File: config.mk
export PLATFORM = sky130hd
export DESIGN_NAME = reg_bank
export DESIGN_NICKNAME = d
export VERILOG_FILES = /design/src/rtl/reg_bank.sv
export SDC_FILE = /design/constraint.sdc
export NUM_CORES = 2
export LEC_CHECK = 0
export CAP_MARGIN = 40
export CORE_ASPECT_RATIO = 1.25
export CORE_UTILIZATION = 30
export CTS_CLUSTER_SIZE = 10
export DETAILED_ROUTE_END_ITERATION = 8
export SYNTH_ARGS = -nofsm -noshare
export SYNTH_HDL_FRONTEND = slang
export SYNTH_SLANG_ARGS = --single-unit
File: constraint.sdc
create_clock -name clk -period 6.7 [get_ports clk]
set_clock_uncertainty 0.05 [all_clocks]
set_input_delay 1.34 -clock clk [delete_from_list [all_inputs] [get_ports clk]]
set_output_delay 1.34 -clock clk [all_outputs]
set_load 0.02 [all_outputs]
File: src/rtl/reg_bank.sv
// ============================================================================
// reg_bank : register file with 1-cycle reads, write-through bypass and a
//            background debug scan port.  Rev 1.0
// ============================================================================
`default_nettype none

module reg_bank #(
  parameter int DATA_W = 16,
  parameter int ADDR_W = 6
) (
  input  logic              clk,
  input  logic              reset_n,
  input  logic [ADDR_W-1:0] busA,
  input  logic              rd_en,
  input  logic [ADDR_W-1:0] busC,
  input  logic              wr_en,
  input  logic [DATA_W-1:0] wr_data,
  output logic [DATA_W-1:0] rd_data,
  output logic              rd_valid,
  input  logic              dbg_start,
  output logic              dbg_valid,
  output logic [ADDR_W-1:0] dbg_addr,
  output logic [DATA_W-1:0] dbg_data,
  output logic              dbg_done
);

  localparam int                DEPTH    = 2 ** ADDR_W;
  localparam logic [ADDR_W-1:0] LAST_IDX = '1;
  localparam logic [ADDR_W-1:0] FIRST_IDX = ADDR_W'(1);

  typedef enum logic [0:0] {
    S_IDLE = 1'b0,
    S_SCAN = 1'b1
  } scan_state_e;

  logic [DATA_W-1:0] mem_q [DEPTH];

  logic [DATA_W-1:0] rd_data_q, rd_data_d;
  logic              rd_valid_q, rd_valid_d;

  scan_state_e       state_q, state_d;
  logic              dbg_valid_q, dbg_valid_d;
  logic [ADDR_W-1:0] dbg_addr_q, dbg_addr_d;
  logic [DATA_W-1:0] dbg_data_q, dbg_data_d;
  logic              dbg_done_q, dbg_done_d;

  logic              wr_hit;
  assign wr_hit = wr_en && (busC != '0);

  // Register 0 is never written, so it keeps its reset value of zero.
  always_ff @(posedge clk or negedge reset_n) begin
    if (!reset_n) begin
      for (int i = 0; i < DEPTH; i++) begin
        mem_q[i] <= '0;
      end
    end else if (wr_hit) begin
      mem_q[busC] <= wr_data;
    end
  end

  always_comb begin
    rd_data_d  = rd_data_q;
    rd_valid_d = rd_en;
    if (rd_en) begin
      if (busA == '0) begin
        rd_data_d = '0;
      end else if (wr_hit && (busA == busC)) begin
        rd_data_d = wr_data;
      end else begin
        rd_data_d = mem_q[busA];
      end
    end
  end

  always_ff @(posedge clk or negedge reset_n) begin
    if (!reset_n) begin
      rd_data_q  <= '0;
      rd_valid_q <= 1'b0;
    end else begin
      rd_data_q  <= rd_data_d;
      rd_valid_q <= rd_valid_d;
    end
  end

  // dbg_addr_q doubles as the scan index; outputs describe the beat shown
  // after the edge, and memory is sampled before that edge's write lands.
  always_comb begin
    state_d     = state_q;
    dbg_valid_d = 1'b0;
    dbg_addr_d  = dbg_addr_q;
    dbg_data_d  = dbg_data_q;
    dbg_done_d  = 1'b0;
    unique case (state_q)
      S_IDLE: begin
        if (dbg_start) begin
          state_d     = S_SCAN;
          dbg_valid_d = 1'b1;
          dbg_addr_d  = FIRST_IDX;
          dbg_data_d  = mem_q[FIRST_IDX];
          dbg_done_d  = (FIRST_IDX == LAST_IDX);
        end
      end
      S_SCAN: begin
        if (dbg_addr_q == LAST_IDX) begin
          state_d = S_IDLE;
        end else begin
          dbg_valid_d = 1'b1;
          dbg_addr_d  = dbg_addr_q + FIRST_IDX;
          dbg_data_d  = mem_q[dbg_addr_d];
          dbg_done_d  = (dbg_addr_d == LAST_IDX);
        end
      end
      default: state_d = S_IDLE;
    endcase
  end

  always_ff @(posedge clk or negedge reset_n) begin
    if (!reset_n) begin
      state_q     <= S_IDLE;
      dbg_valid_q <= 1'b0;
      dbg_addr_q  <= '0;
      dbg_data_q  <= '0;
      dbg_done_q  <= 1'b0;
    end else begin
      state_q     <= state_d;
      dbg_valid_q <= dbg_valid_d;
      dbg_addr_q  <= dbg_addr_d;
      dbg_data_q  <= dbg_data_d;
      dbg_done_q  <= dbg_done_d;
    end
  end

  assign rd_data   = rd_data_q;
  assign rd_valid  = rd_valid_q;
  assign dbg_valid = dbg_valid_q;
  assign dbg_addr  = dbg_addr_q;
  assign dbg_data  = dbg_data_q;
  assign dbg_done  = dbg_done_q;

endmodule

`default_nettype wire

==> results.md <==
- Startpoint Class: flip-flop
- Worst path slowest cell: dfrtp_4
- Met1 usage: 0.262
- Area Growth Syn to Fin: 12.6%
- H-tree depth: 3
- Layout cell share with drive strength beyond 1: 0.516
- Routed len/inst: 30.2 µm
- RSZ-0062 raised after global routing: false
- Synth top area cells: dfrtp_1, mux2_2, mux4_2
- Sink Count: 1065
- Slew Viols, Final: 0
- Worst slew margin: 0.332
- Overflow left after global routing: 0
- Post-synth net total: 3800
- Crit-path max FO: 65
- Routing usage on met2: 0.311
- Period minus WS final: 4640 ps
- Final ANT Viol Nets: 0
- Vias in the first global route: about 37000
- Overall Power: roughly 23 mW
- Worst path max stage delay: about 800 ps
- DRC Markers: 0
- DR vias: between 30000 and 40000
- Number of antenna cells inserted: 0
- Largest net degree at the start of global routing: 157
- M3 GR Usage: 0.0389
- CTS Hold Bufs: 0
- I/O pin total: 74
- Most used DFF post-synth: dfrtp_1
- Setup Buffers After CTS: 0
- Synth cell types: 57
- Required time of the worst setup path: about 7200 ps
- Port Buffers: 73
- CTS buffer count: around 120
- Asr flop ratio synth: 1.00
- Status: complete, no violations
- Row count: about 180
- Layout net count: 3750
- CTS clk-pin slew, worst paths: roughly 60 ps
- Initial antenna violation count: 17
- Area occupied by multi-input gates: roughly 29000 µm²
- Crit Path Class: flip-flop to flip-flop
- Layer with the highest usage: met2
- Post-synth EDFFs: 0
- Synth Register Bits: ~1100
- Drt first pass iters: 7
- CTS root buf: clkbuf_16
- Sequential Area: ~27000 µm²
- Die height: around 490 µm
- Longest Clk Path Bufs: 3
- Die Area: roughly 190000 µm²
- Total wire length: 189000 µm
- Max VDD drop: between 0.0004 and 0.0005 V
- Mapped Area: about 57000 µm²
- Cell area power density: between 300 and 400 nW/µm²
- Final setup viols: 0
- CTS resizes: 0
- Hold Fails Final Rpt: 0
- Filler cells: roughly 18000
- Synth top area share: 0.469
- DP Wirelength: ~120000 µm
- Max Freq: 0.215 GHz
- Worst setup EP type: flip-flop
- P_leak: roughly 28 nW
- Clock latency at the later pin of the worst-skew pair: 760 ps
- Syn. warnings: 0
- Seq/Total Area, Yosys: 0.469
- Synthesized area per cell: roughly 15 µm²
- Crit share post-route: 0.693
- Hold WC Path Type: flip-flop to flip-flop
- Routability cong.: a little under 0.9
- Core box area: 188000 µm²
- Worst path arrival time: just over 5000 ps
- Die X: 391 µm
- Setup TNS: 0 ps
- Max-Cap Viols: 0
- TritonCTS clock tree: yes
- First-pass GRT wire length: 276000 µm
- Least-Margin Pin Slew: roughly 1000 ps
- Most used cell, CP: mux4_2
- Cells after Synth: roughly 3800
- DRT iter0 DRCs: between 3000 and 4000
- Via density: 5.72
- GRT Total Usage: 0.198
- Cell accounting for the most synthesized area: dfrtp_1
- Initial Util: 0.302
- CP Cell Sequence: clkinv_1, ha_4, buf_12, buf_4, mux4_2, mux4_2, nand2_1, and3_1, a211oi_1
[area by class of cell]
class	instances	share of cell area
well taps	2520	0.0492
clock buffers	136	0.0491
clock inverters	4	0.00105
inverters	21	0.00123
flip-flops and latches	1065	0.416
repair buffers	229	0.0370
multi-input cells	2280	0.446
[critical path, delay by kind of cell (launching register included)]
kind | cells | cell delay, ps
AO/OA/AOI/OAI | 1 | 40
adder cells (fa/ha/maj) | 1 | 710
buffers and inverters | 3 | 1510
flip-flops | 1 | 800
multiplexers | 2 | 870
AND/OR/NAND/NOR | 2 | 310
[metrics by stage]
| step | utilization | cells | setup slack, ps | cell area [µm²] | hold slack, ps |
|---|---|---|---|---|---|
| 3_3_place_gp | 0.320 | 6090 | 1310 | 60300 | 326 |
| 5_1_grt | 0.340 | 6255 | 1850 | 64100 | 357 |
| 3_5_place_dp | 0.323 | 6115 | 1970 | 60800 | 334 |
| 2_1_floorplan | - | 3765 | 3040 | 56900 | 388 |
| 6_report | 0.340 | 6255 | 2060 | 64100 | 344 |
| 4_1_cts | 0.340 | 6255 | 2010 | 64100 | 346 |
[report_power, final]
part	switching, mW	internal (mW)
registers	0.859	7.33
logic	4.41	4.06
clock network	2.59	3.28
total	7.86	14.7
[path summary, 6_finish.rpt]
check	from	to	slack, ps	cells past startpoint
worst max-delay path	dbg_addr[0]$_DFFE_PN0P_	dbg_data[4]$_DFFE_PN0P_	2060	9
worst min-delay path	mem_q[1019]$_DFFE_PN0P_	mem_q[1019]$_DFFE_PN0P_	340	0
worst max register to register	dbg_addr[0]$_DFFE_PN0P_	dbg_data[4]$_DFFE_PN0P_	2060	9
worst min register to register	mem_q[1019]$_DFFE_PN0P_	mem_q[1019]$_DFFE_PN0P_	340	0
max in group asynchronous	reset_n	mem_q[9]$_DFFE_PN0P_	4500	2
min in group asynchronous	reset_n	mem_q[305]$_DFFE_PN0P_	570	1
[metal layers]
metal	wire (µm)	vias to the layer above
li1	-	14300
met1	77700	19700
met2	88000	1437
met3	13900	336
met4	9110	16
met5	97	-
[sequential cells by signal (all words and copies together) (netlist names)]
signal	cells
mem_q	1024
dbg_data	16
rd_data	16
dbg_addr	6
dbg_done	1
dbg_valid	1
rd_valid	1
[cells in the mapped netlist (8+ instances only)]
master / count
a22oi_1: 33
o211ai_1: 36
mux4_1: 8
mux2i_1: 166
and2_1: 10
mux2_2: 1048
nor2b_1: 20
a21oi_1: 43
nor3_1: 18
and3_1: 15
nand2b_1: 9
o22ai_1: 43
clkbuf_1: 217
buf_2: 127
o21ai_0: 24
nand4_1: 8
nand3_1: 25
buf_1: 27
buf_4: 19
a31oi_1: 12
dfrtp_1: 1065
nand2_1: 101
mux4_2: 510
a211oi_1: 32
inv_1: 20
xnor2_1: 8
nor2_1: 62
[layout by cell type, fill, tap and decap left out, types with 43 or more instances in the layout]
| master | Yosys | final |
|---|---|---|
| buf_4 | 19 | 116 |
| mux2i_1 | 166 | 166 |
| mux2_2 | 1048 | 1048 |
| mux4_2 | 510 | 510 |
| nand2_1 | 101 | 101 |
| o22ai_1 | 43 | 43 |
| dfrtp_1 | 1065 | 1064 |
| clkbuf_16 | 0 | 123 |
| a21oi_1 | 43 | 43 |
| clkdlybuf4s50_1 | 0 | 52 |
[cells by family (layout without fill, tap and decap cells)]
logic type,count (synthesis),count (layout),share of synthesized area
AO/OA/AOI/OAI,242,242,0.0285
adder cells (fa/ha/maj),2,2,0.000440
flip-flops,1065,1065,0.469
XOR/XNOR,13,13,0.00260
AND/OR/NAND/NOR,291,291,0.0243
buffers and inverters,420,390,0.0333
multiplexers,1732,1732,0.442
No activity file was read; power rests on OpenSTA's default activity.
